**config.mk**
```make
export PLATFORM = sky130hd
export DESIGN_NAME = serial2parallel
export DESIGN_NICKNAME = d
export VERILOG_FILES = /design/src/rtl/s2p_pkg.sv /design/src/rtl/sync_edge.sv /design/src/rtl/serial2parallel.sv
export SDC_FILE = /design/constraint.sdc
export NUM_CORES = 1
export LEC_CHECK = 0
export CAP_MARGIN = 10
export CORE_MARGIN = 2
export CORE_UTILIZATION = 35
export CTS_CLUSTER_DIAMETER = 50
export DETAILED_ROUTE_END_ITERATION = 10
export PLACE_DENSITY = 0.57
export SLEW_MARGIN = 20
export SYNTH_ARGS = -nofsm -noshare
export SYNTH_HDL_FRONTEND = slang
export SYNTH_SLANG_ARGS = --single-unit
```
**constraint.sdc**
```tcl
create_clock -name clkin -period 1.7 [get_ports clkin]
set_input_delay 0.17 -clock clkin [delete_from_list [all_inputs] [get_ports clkin]]
set_output_delay 0.17 -clock clkin [all_outputs]
set_load 0.02 [all_outputs]
```
**src/rtl/s2p_pkg.sv**
```systemverilog
// Shared definitions for the serial-to-parallel receive path: FSM encoding,
// default geometry and the channel-index width helper.
package s2p_pkg;

  typedef enum logic [1:0] {
    S_IDLE  = 2'd0,
    S_SHIFT = 2'd1,
    S_DONE  = 2'd2
  } s2p_state_e;

  localparam int unsigned DEF_WIDTH   = 12;
  localparam int unsigned DEF_NCH     = 4;
  localparam int unsigned DEF_TIMEOUT = 64;

  // A single-channel link still needs a 1-bit index port.
  function automatic int unsigned ch_width(input int unsigned n);
    return (n <= 1) ? 1 : $clog2(n);
  endfunction

endpackage

```
**src/rtl/sync_edge.sv**
```systemverilog
// Two-flop synchronizer for an asynchronous input, with a third stage that
// provides a one-cycle rising-edge strobe aligned to the synchronized level.
module sync_edge (
  input  logic clk_i,
  input  logic rst_i,
  input  logic d_i,
  output logic q_o,
  output logic rise_o
);

  logic [2:0] sync_q;

  // NOTE: clocked state uses non-blocking assignments so every flop samples
  // the pre-edge value of its neighbour; blocking here would collapse the chain.
  always_ff @(posedge clk_i) begin
    if (rst_i) sync_q <= '0;
    else       sync_q <= {sync_q[1:0], d_i};
  end

  assign q_o    = sync_q[1];
  assign rise_o = sync_q[1] & ~sync_q[2];

endmodule

```
**src/rtl/serial2parallel.sv**
```systemverilog
// Deserializer for the AD7864 sample link: oversamples sclk/fs/sd on clkin
// and rebuilds NCH-word frames into parallel words tagged with a channel index.
module serial2parallel
  import s2p_pkg::*;
#(
  parameter int unsigned WIDTH   = DEF_WIDTH,
  parameter int unsigned NCH     = DEF_NCH,
  parameter int unsigned TIMEOUT = DEF_TIMEOUT
) (
  input  logic                      clkin,
  input  logic                      rst,
  input  logic                      sclk_in,
  input  logic                      fs_in,
  input  logic                      sd_in,
  output logic [WIDTH-1:0]          data_out,
  output logic [ch_width(NCH)-1:0]  ch_out,
  output logic                      valid,
  output logic                      busy,
  output logic                      frame_err
);

  localparam int unsigned CW = ch_width(NCH);
  localparam int unsigned BW = $clog2(WIDTH + 1);
  localparam int unsigned TW = $clog2(TIMEOUT + 1);

  localparam logic [BW-1:0] LAST_BIT  = BW'(WIDTH - 1);
  localparam logic [CW-1:0] LAST_WORD = CW'(NCH - 1);
  localparam logic [TW-1:0] TMO_LAST  = TW'(TIMEOUT - 1);

  logic sclk_rise, fs_s, sd_s;
  logic fs_rise_unused, sd_rise_unused;

  sync_edge u_sync_sclk (.clk_i(clkin), .rst_i(rst), .d_i(sclk_in), .q_o(),     .rise_o(sclk_rise));
  sync_edge u_sync_fs   (.clk_i(clkin), .rst_i(rst), .d_i(fs_in),   .q_o(fs_s), .rise_o(fs_rise_unused));
  sync_edge u_sync_sd   (.clk_i(clkin), .rst_i(rst), .d_i(sd_in),   .q_o(sd_s), .rise_o(sd_rise_unused));

  s2p_state_e       state_q;
  logic [WIDTH-1:0] shift_q;
  logic [BW-1:0]    bit_cnt_q;
  logic [CW-1:0]    word_cnt_q;
  logic [TW-1:0]    tmo_q;
  logic             full_q;
  logic             fs_prev_q;
  logic [WIDTH-1:0] data_q;
  logic [CW-1:0]    ch_q;
  logic             valid_q;
  logic             err_q;

  // A frame sync that is merely held high from the previous sample is not a
  // new frame; only a 0->1 transition in the sampled fs restarts mid-frame.
  always_ff @(posedge clkin) begin
    if (rst) begin
      state_q    <= S_IDLE;
      shift_q    <= '0;
      bit_cnt_q  <= '0;
      word_cnt_q <= '0;
      tmo_q      <= '0;
      full_q     <= 1'b0;
      fs_prev_q  <= 1'b0;
      data_q     <= '0;
      ch_q       <= '0;
      valid_q    <= 1'b0;
      err_q      <= 1'b0;
    end else begin
      valid_q <= 1'b0;
      err_q   <= 1'b0;
      full_q  <= 1'b0;
      if (sclk_rise) fs_prev_q <= fs_s;

      unique case (state_q)
        S_IDLE: begin
          tmo_q <= '0;
          if (sclk_rise && fs_s) begin
            state_q    <= S_SHIFT;
            shift_q    <= {{(WIDTH-1){1'b0}}, sd_s};
            bit_cnt_q  <= BW'(1);
            word_cnt_q <= '0;
          end
        end

        S_SHIFT: begin
          if (full_q) begin
            data_q    <= shift_q;
            ch_q      <= word_cnt_q;
            valid_q   <= 1'b1;
            bit_cnt_q <= '0;
            if (word_cnt_q == LAST_WORD) state_q    <= S_DONE;
            else                         word_cnt_q <= word_cnt_q + 1'b1;
          end else if (sclk_rise) begin
            tmo_q <= '0;
            if (fs_s && !fs_prev_q) begin
              err_q      <= 1'b1;
              shift_q    <= {{(WIDTH-1){1'b0}}, sd_s};
              bit_cnt_q  <= BW'(1);
              word_cnt_q <= '0;
            end else begin
              shift_q   <= {shift_q[WIDTH-2:0], sd_s};
              bit_cnt_q <= bit_cnt_q + 1'b1;
              full_q    <= (bit_cnt_q == LAST_BIT);
            end
          end else if (tmo_q == TMO_LAST) begin
            err_q   <= 1'b1;
            tmo_q   <= '0;
            state_q <= S_IDLE;
          end else begin
            tmo_q <= tmo_q + 1'b1;
          end
        end

        S_DONE:  state_q <= S_IDLE;
        default: state_q <= S_IDLE;
      endcase
    end
  end

  assign data_out  = data_q;
  assign ch_out    = ch_q;
  assign valid     = valid_q;
  assign frame_err = err_q;
  assign busy      = (state_q != S_IDLE);

endmodule

```
==> insert_results.sql <==
INSERT INTO impl_metrics (metric_group, metric, value, unit) VALUES
('run_status', 'run_status', 'complete, no violations', ''),
('synth', 'synthTopCellsByCount', '52 x sky130_fd_sc_hd__dfxtp_1, 41 x sky130_fd_sc_hd__nand2_1, 20 x sky130_fd_sc_hd__a21oi_1, 11 x sky130_fd_sc_hd__a32o_1, 10 x sky130_fd_sc_hd__nor2b_1', ''),
('timing', 'final_critical_path_time_including_i_o_delays_and_setup', '1550', 'ps'),
('synth', 'yosysMostFrequentCell', 'sky130_fd_sc_hd__dfxtp_1', ''),
('synth', 'synth-seq-cells', '52', ''),
('die', 'x_dimension_of_the_die', '80.2', 'um'),
('timing', 'period_utilization_post_route', '91.1', '%'),
('drt', 'drt-total-wl', '3.95', 'mm'),
('clocking', 'insertion_delay', '310', 'ps'),
('timing', 'achievable-frequency', '646', 'MHz'),
('timing', 'relSlewSlack', '67.8', '%'),
('synth', 'post_synth_main_area_contributors', 'sky130_fd_sc_hd__dfxtp_1 51%, sky130_fd_sc_hd__nand2_1 7.6%, sky130_fd_sc_hd__a32o_1 5.4%', ''),
('min_path', 'min_path_type', 'primary input to register', ''),
('worst_setup_path', 'timing.critical_path.required', '1900', 'ps'),
('timing', 'grt_setup_unrepaired', 'false', ''),
('global_routing', 'grt_antenna_before_repair', '0', ''),
('synth', 'synthDominantCellAreaShare', '51.2', '%'),
('final_layout', 'drive_gt1_share', '12.7', '%'),
('placed_design', 'pre_cts_slack', '15.6', 'ps'),
('timing', 'skew', '7.95', 'ps'),
('synth', 'synth.net_count', '230', ''),
('power', 'fin_total_pwr', '0.00214', 'W'),
('clocking', 'cts.repair.resized', '3', ''),
('synth', 'fraction_of_the_yosys_area_taken_by_sequential_cells', '51.2', '%'),
('global_routing', 'grt_start_max_net_pins', '23', ''),
('placed_design', 'routabilityCongestion', '0.773', ''),
('worst_setup_path', 'setup.worst_path.end_class', 'register', ''),
('worst_setup_path', 'timing.critical_path.to', 'word_cnt_q[0]$_SDFFE_PP0P_', ''),
('final_layout', 'post-route-util', '44.5', '%'),
('synth', 'synth.largest_area_cell', 'sky130_fd_sc_hd__dfxtp_1', ''),
('clocking', 'worst_setup_hold_path_clk_slew', '90', 'ps'),
('drt', 'drc', '0', ''),
('timing', 'count_of_pins_over_their_slew_limit', '0', ''),
('global_routing', 'first_global_vias', '1532', ''),
('clocking', 'cts_root_buffer', 'sky130_fd_sc_hd__clkbuf_8', ''),
('die', 'floorplan.rows', '27', ''),
('die', 'fp.dieH', '80.2', 'um'),
('synth', 'yosys_warnings', '0', ''),
('synth', 'synthFlopType', 'sky130_fd_sc_hd__dfxtp_1', ''),
('worst_setup_path', 'critical_path_peak_fanout', '11', ''),
('placed_design', 'estimated_wirelength_of_the_detail_placed_design', '2.72', 'mm'),
('clocking', 'cts.sink_count', '52', ''),
('drt', 'drtIter0Drc', '79', ''),
('clocking', 'tritoncts', 'done', ''),
('timing', 'finalHoldViolations', '0', ''),
('worst_setup_path', 'timing.setup.critical_path_class', 'register to register', ''),
('clocking', 'cts.path.max_buffers', '2', ''),
('drt', 'postRouteAntennaNets', '0', ''),
('worst_setup_path', 'critical_path.reg2reg.endpoint', 'word_cnt_q[0]$_SDFFE_PP0P_', ''),
('synth', 'asyncSetResetFlopFracSynth', '0', '%'),
('synth', 'synth.avg_cell_area', '9.16', 'um2'),
('drt', 'routed_via_density', '4.92', ''),
('final_layout', 'area_growth_from_synthesis_to_layout', '22.0', '%'),
('clocking', 'htree_num_levels', '2', ''),
('die', 'fp.dieArea', '6430', 'um2'),
('global_routing', 'global_route.overflow_total', '0', ''),
('worst_setup_path', 'worstPathArrival', '1750', 'ps'),
('worst_setup_path', 'reg2regPathDepth', '4', ''),
('synth', 'post_synth_num_cell_types', '42', ''),
('die', 'design.core.area', '5570', 'um2'),
('power', 'p_leak', '0.899', 'nW'),
('global_routing', 'grt_use_total', '13.8', '%'),
('die', 'initial_core_util', '36.5', '%'),
('final_layout', 'fin_nets', '258', ''),
('synth', 'syn_area', '2030', 'um2'),
('worst_setup_path', 'r2r_slack', '150', 'ps'),
('die', 'ioPinCount', '22', ''),
('worst_setup_path', 'worstReg2RegStart', 'state_q[0]$_SDFFE_PP0P_', ''),
('power', 'vdd_drop_max', '381', 'uV'),
('drt', 'routed-via-count', '1589', ''),
('synth', 'netlist_instances', '222', '');
==> worst min path at each step <==
| stage | from | endpoint | slack (ps) | cells past startpoint |
|---|---|---|---|---|
| after floorplan | fs_in | u_sync_fs.sync_q[0]$_SDFF_PP0_ | 300 | 1 |
| after global placement | u_sync_sclk.sync_q[0]$_SDFF_PP0_ | u_sync_sclk.sync_q[1]$_SDFF_PP0_ | 420 | 1 |
| after detailed placement | u_sync_sd.sync_q[0]$_SDFF_PP0_ | u_sync_sd.sync_q[1]$_SDFF_PP0_ | 420 | 1 |
| after CTS | sd_in | u_sync_sd.sync_q[0]$_SDFF_PP0_ | 390 | 2 |
| after global routing | sd_in | u_sync_sd.sync_q[0]$_SDFF_PP0_ | 390 | 2 |
| final | sd_in | u_sync_sd.sync_q[0]$_SDFF_PP0_ | 400 | 2 |
==> layout by cell type, fill, tap and decap left out, types with 3 or more instances in the layout <==
cell	count
sky130_fd_sc_hd__nor2b_1	10
sky130_fd_sc_hd__nand2_1	41
sky130_fd_sc_hd__nor2_1	9
sky130_fd_sc_hd__dfxtp_1	50
sky130_fd_sc_hd__clkbuf_8	5
sky130_fd_sc_hd__a21oi_1	20
sky130_fd_sc_hd__o21ai_0	4
sky130_fd_sc_hd__nand2b_1	4
sky130_fd_sc_hd__clkdlybuf4s50_1	20
sky130_fd_sc_hd__nand3_1	4
sky130_fd_sc_hd__ha_1	3
sky130_fd_sc_hd__nand4_1	4
sky130_fd_sc_hd__a32o_1	11
sky130_fd_sc_hd__nor3_1	6
sky130_fd_sc_hd__and3_1	5
sky130_fd_sc_hd__buf_4	14
==> registers in the layout (all words and copies together) (netlist names) <==
name	cells
u_sync_sd.sync_q	2
valid	1
u_sync_fs.sync_q	2
word_cnt_q	2
frame_err	1
tmo_q	7
full_q	1
ch_out	2
state_q	2
data_out	12
shift_q	12
u_sync_sclk.sync_q	3
fs_prev_q	1
bit_cnt_q	4
==> per-layer routing <==
layer,wire (um),global-route usage [%],share of wire [%],vias to the layer above
met5,0,0,0,-
met4,85,6.61,2.2,0
met3,119,3.15,3.0,6
met2,1650,21.3,42,24
met1,2090,18.2,53,723
li1,-,-,-,836
==> through the flow <==
step / std cells / hold WS [ps] / cell area (um2)
5_1_grt: 323 / 395 / 2480
2_1_floorplan: 222 / 298 / 2030
3_5_place_dp: 315 / 423 / 2370
3_3_place_gp: 315 / 416 / 2370
4_1_cts: 323 / 390 / 2480
6_report: 323 / 402 / 2480
==> cell families after synthesis <==
group           after synthesis  synth area share [%]
buf+inv                      17                  4.00
compound gates               51                  17.7
fa+ha+maj                     3                  1.85
flops                        52                  51.2
xor+xnor                      2                 0.862
simple gates                 95                  23.3
mux                           2                  1.05
==> worst max-delay path: stages, from the launching register on <==
cell and delay (ps):
sky130_fd_sc_hd__dfxtp_2 390, sky130_fd_sc_hd__or2_2 320, sky130_fd_sc_hd__a21boi_1 230, sky130_fd_sc_hd__a211o_1 180, sky130_fd_sc_hd__mux2_1 320
==> layout make-up <==
cell class / count / area (um2)
Timing Repair Buffer: 35 / 314
Multi-Input combinational cell: 153 / 911
Fill cell: 565 / 3090
Inverter: 3 / 11.3
Sequential cell: 52 / 1040
Tap cell: 72 / 90.1
Clock inverter: 2 / 38.8
Clock buffer: 6 / 72.6
==> power by group <==
group          leakage [nW]   total, W  internal, W  switching [W]
Clock                0.0558   0.000853     0.000445       0.000408
Sequential            0.421    0.00123      0.00123     0.00000415
Combinational         0.422  0.0000616    0.0000263      0.0000353
Power figures use the tool's default switching activity.
